**src/rtl/vram_arbiter_pkg.sv**
```systemverilog
// Shared constants for the video RAM arbiter and its clear engine.
package vram_arbiter_pkg;

  localparam int AW = 16;
  localparam int DW = 12;
  localparam logic [15:0] CLR_LAST = 16'hFFFF;

  localparam logic [0:0] ST_IDLE  = 1'b0;
  localparam logic [0:0] ST_CLEAR = 1'b1;

  localparam logic [11:0] COL_BLACK = 12'h000;

endpackage

```
**src/rtl/vram_clear_engine.sv**
```systemverilog
// Full-screen clear engine: sweeps addresses 0..CLR_LAST writing one fill colour,
// advancing only in cycles where the arbiter grants it the RAM.
module vram_clear_engine #(
  parameter int AW = vram_arbiter_pkg::AW,
  parameter int DW = vram_arbiter_pkg::DW,
  parameter logic [AW-1:0] CLR_LAST = AW'(vram_arbiter_pkg::CLR_LAST)
) (
  input  logic          clk,
  input  logic          rst,
  input  logic          start,
  input  logic [DW-1:0] color,
  input  logic          grant,
  output logic          busy,
  output logic [AW-1:0] addr,
  output logic [DW-1:0] data,
  output logic          we
);

  import vram_arbiter_pkg::*;

  logic [0:0]    state;
  logic [AW-1:0] cnt;
  logic [DW-1:0] col;

  // Two-state sweep: a start in IDLE latches the colour; further starts while clearing are ignored.
  always_ff @(posedge clk) begin
    if (rst) begin
      state <= ST_IDLE;
      cnt   <= '0;
      col   <= DW'(COL_BLACK);
    end else begin
      case (state)
        ST_IDLE: begin
          if (start) begin
            col   <= color;
            cnt   <= '0;
            state <= ST_CLEAR;
          end
        end
        ST_CLEAR: begin
          if (grant) begin
            if (cnt == CLR_LAST) begin
              cnt   <= '0;
              state <= ST_IDLE;
            end else begin
              cnt <= cnt + AW'(1);
            end
          end
        end
        default: state <= ST_IDLE;
      endcase
    end
  end

  assign busy = (state == ST_CLEAR);
  assign addr = cnt;
  assign data = col;
  assign we   = busy & grant;

endmodule

```
**src/rtl/vram_arbiter.sv**
```systemverilog
// Single-port video RAM arbiter: display reads > clear engine > pixel writes,
// one RAM access per cycle.
module vram_arbiter #(
  parameter int AW = vram_arbiter_pkg::AW,
  parameter int DW = vram_arbiter_pkg::DW,
  parameter logic [AW-1:0] CLR_LAST = AW'(vram_arbiter_pkg::CLR_LAST)
) (
  input  logic          clk,
  input  logic          rst,
  input  logic          disp_req,
  input  logic [AW-1:0] disp_addr,
  output logic [DW-1:0] disp_data,
  output logic          disp_valid,
  input  logic          wr_valid,
  input  logic [AW-1:0] wr_addr,
  input  logic [DW-1:0] wr_data,
  output logic          wr_ready,
  input  logic          clr_start,
  input  logic [DW-1:0] clr_color,
  output logic          clr_busy,
  output logic [AW-1:0] mem_addr,
  output logic          mem_we,
  output logic [DW-1:0] mem_wdata,
  input  logic [DW-1:0] mem_rdata
);

  import vram_arbiter_pkg::*;

  logic [AW-1:0] clr_addr;
  logic [DW-1:0] clr_data;
  logic          clr_we;

  vram_clear_engine #(
    .AW       (AW),
    .DW       (DW),
    .CLR_LAST (CLR_LAST)
  ) u_clear (
    .clk   (clk),
    .rst   (rst),
    .start (clr_start),
    .color (clr_color),
    .grant (!disp_req),
    .busy  (clr_busy),
    .addr  (clr_addr),
    .data  (clr_data),
    .we    (clr_we)
  );

  // A pending clear start already owns the next cycles, so a write must not slip in beside it.
  assign wr_ready = !rst && !disp_req && !clr_busy && !clr_start;

  // RAM port mux in fixed priority order; the idle default parks on the write address.
  always_comb begin
    mem_addr  = wr_addr;
    mem_we    = 1'b0;
    mem_wdata = wr_data;
    if (disp_req) begin
      mem_addr = disp_addr;
    end else if (clr_we) begin
      mem_addr  = clr_addr;
      mem_we    = 1'b1;
      mem_wdata = clr_data;
    end else if (wr_valid && wr_ready) begin
      mem_we = 1'b1;
    end
  end

  // The RAM read is synchronous, so read data lines up with the request delayed one cycle.
  always_ff @(posedge clk) begin
    if (rst) disp_valid <= 1'b0;
    else     disp_valid <= disp_req;
  end

  assign disp_data = mem_rdata;

endmodule

```
**config.mk**
```make
export PLATFORM = sky130hd
export DESIGN_NAME = vram_arbiter
export DESIGN_NICKNAME = d
export VERILOG_FILES = /design/src/rtl/vram_arbiter_pkg.sv /design/src/rtl/vram_clear_engine.sv /design/src/rtl/vram_arbiter.sv
export SDC_FILE = /design/constraint.sdc
export NUM_CORES = 1
export LEC_CHECK = 0
export BUFFER_PORTS_ARGS = -buffer_cell sky130_fd_sc_hd__buf_2
export CORE_ASPECT_RATIO = 1.5
export CORE_MARGIN = 3
export CORE_UTILIZATION = 39
export DETAILED_ROUTE_END_ITERATION = 8
export PLACE_DENSITY = 0.85
export SETUP_SLACK_MARGIN = 0.3
export SLEW_MARGIN = 20
export SYNTH_ARGS = -nofsm -noshare
export SYNTH_HDL_FRONTEND = slang
export SYNTH_SLANG_ARGS = --single-unit
export TNS_END_PERCENT = 5
```
**constraint.sdc**
```tcl
create_clock -name clk -period 2 [get_ports clk]
set_clock_uncertainty 0.15 [all_clocks]
set_input_delay 0.2 -clock clk [delete_from_list [all_inputs] [get_ports clk]]
set_output_delay 0.2 -clock clk [all_outputs]
set_load 0.005 [all_outputs]
```
==> metrics.yaml <==
pwr:
  p_leak_nw: 1.23
  peakVddDrop_v: 0.000258
  p_per_area_mw_per_mm2: 533
sta:
  setup-tns-final_ns: 0
  maxSlewViolCount: 0
  fin_crit_sh_pct: 90.8
  slew_headroom_pct: 64.6
  hold_viol: 0
  max_freq_mhz: 551
  tightest_slew_ns: 0.528
  rsz0062_at_grt: "true"
  setup_viol: 0
  period_needed_ns: 1.82
cts:
  clockBufferDepth: 2
  clk_pin_slew_worst_paths_ns: 0.07
  h-tree-depth: 2
  cts_made_buffers: 5
  cts_tree: "built"
  cts.sinks: 30
  clockRootBuffer: "clkbuf_8"
  clock_latency_ns: 0.29
die:
  rows: 30
  io_pins: 117
  dieWidth_um: 63.6
  dieArea_mm2: 0.00588
  start_util_pct: 41.7
  die_y_um: 92.4
  fp.coreArea_mm2: 0.00465
worst_setup_path:
  cp-end-kind: "flip-flop"
  worstPathRequired_ns: 2.08
  crit_type: "flip-flop to flip-flop"
  reg2reg_from: "u_clear.addr[11]$_SDFFE_PP0P_"
  start_kind: "flip-flop"
  critPathArrivalTime_ns: 1.90
  crit_fanout: 6
  startpoint: "u_clear.addr[11]$_SDFFE_PP0P_"
  reg2reg_slack_ns: 0.18
logic_synthesis:
  syn_inst: 271
  synthArstFlopShare_pct: 0
  synth.top_cell.area_share_pct: 30.9
  yosysUniqueCellTypes: 46
  yosys.area.top_type: "dfxtp_1"
  avgSynthCellArea_um2: 7.16
  synthesis.nets: 345
  yosysWarnings: 0
  synth-seq-area-share_pct: 30.9
  netlist_top_cells_area: "dfxtp_1 (31%), nand2_1 (17%), mux2i_1 (8.3%)"
  synthesis.area_mm2: 0.00194
  ys.flop_type: "dfxtp_1"
  ys_ff_latch: 30
  synth_edf_count: 0
final_layout:
  final_nets: 435
  fin_cells: 425
  final_area_mm2: 0.00261
  syn2layout_area_growth_pct: 34.5
  antenna_cells: 0
  final_common_cell: "buf_2"
  drive_gt1_share_pct: 38.5
  most-common-layout-cells: "buf_2 (92), nand2_1 (88), dfxtp_1 (24)"
detailed_routing:
  drt_iter0_markers: 141
  first_pass_iters: 4
  antenna_left: 0
  routed_wl_um: 5840
  via_count: 2182
  viasPerCell: 5.13
  drc_errors: 0
  wl_per_cell_um: 13.7
placed_design:
  dpl_cell_area_mm2: 0.00243
  gp_congestion: 0.989
  portBuffers: 92
  place_inst: 412
  hpwl_um: 4340
global_routing:
  grt_max_degree: 35
  met1_usage_pct: 20.3
  gr-total-overflow: 0
  grt_pass1_wl_um: 9280
  grt_busiest_layer: "met2"
  grt_use_met2_pct: 35.4
  grt_pass1_vias: 2065
  grt.met3_usage_pct: 4.13
  grt_use_total_pct: 19.4
  antenna_found_initial: 0
status:
  status: "finished, final reports clean"
run:
  cap_violations: 0
worst_hold_path:
  hp-class: "primary input to flip-flop"
  hp-start: "clr_color[2]"
repair_timing:
item / CTS / global route
resized for setup: 5 / 10
setup buffers: 6 / 0
hold buffers: 0 / 0
pin swaps: 2 / 4
endpoints found under the setup margin: 36 / 43
gates cloned: 0 / 0
final cells by class:
| cell class | instances | area, um2 |
|---|---|---|
| Fill cell | 418 | 2040 |
| Multi-Input combinational cell | 210 | 1220 |
| Sequential cell | 30 | 613 |
| Timing Repair Buffer | 110 | 603 |
| Tap cell | 64 | 80.1 |
| Clock buffer | 7 | 76.3 |
| Inverter | 4 | 15.0 |
cell usage after synthesis (3+ instances only):
cell type,count
a21oi_1,15
buf_4,12
clkbuf_1,9
dfxtp_1,30
inv_1,4
mux2i_1,16
nand2_1,88
nand3_1,11
nor2_1,15
nor2b_1,3
nor3_1,4
o21ai_0,22
critical path: stages, from the launching register on:
cell and delay, ns:
dfxtp_2 0.34, and3_4 0.18, and4_4 0.18, a211o_4 0.36
or4_1 0.47, nand3_1 0.07
state kept, by name, summed over array words and instances (netlist names):
name and flops:
disp_valid 1, u_clear.addr 16, u_clear.busy 1, u_clear.data 12
routing by layer:
| metal | part of all wire [%] | vias to the layer above |
|---|---|---|
| li1 | - | 1089 |
| met1 | 36 | 987 |
| met2 | 54 | 86 |
| met3 | 6.3 | 20 |
| met4 | 3.6 | 0 |
| met5 | 0 | - |
final timing paths:
kind                                                      end  cells after the start
worst max-delay path            u_clear.addr[15]$_SDFFE_PP0P_                      5
worst min-delay path             u_clear.data[2]$_SDFFE_PP0P_                      3
worst min register to register   u_clear.data[2]$_SDFFE_PP0P_                      2
worst max register to register  u_clear.addr[15]$_SDFFE_PP0P_                      5
power by group:
part           total, mW  switching [mW]  leakage, nW  internal (mW)
logic              0.302           0.153        0.947          0.149
clock network      0.463           0.224       0.0383          0.239
registers          0.626          0.0119        0.247          0.614
total               1.39           0.389         1.23           1.00
kinds of logic after synthesis:
family	count (synthesis)	synth area share, %
AO/OA/AOI/OAI	51	15.5
XOR/XNOR	2	0.903
adder cells (fa/ha/maj)	1	0.645
buffers and inverters	31	9.48
flip-flops	30	30.9
multiplexers	17	8.83
AND/OR/NAND/NOR	139	33.7
metrics by stage:
stage	power (mW)	setup slack (ns)	hold WS (ns)	utilization, %
2_1_floorplan	0.805	0.256	0.186	-
3_3_place_gp	0.921	0.209	0.250	52.2
3_5_place_dp	0.927	0.188	0.250	52.2
4_1_cts	1.38	0.213	0.00367	55.1
5_1_grt	1.45	0.138	0.0255	56.1
6_report	1.39	0.185	0.00319	56.1
Note: power is estimated with default switching activity, not from simulation.
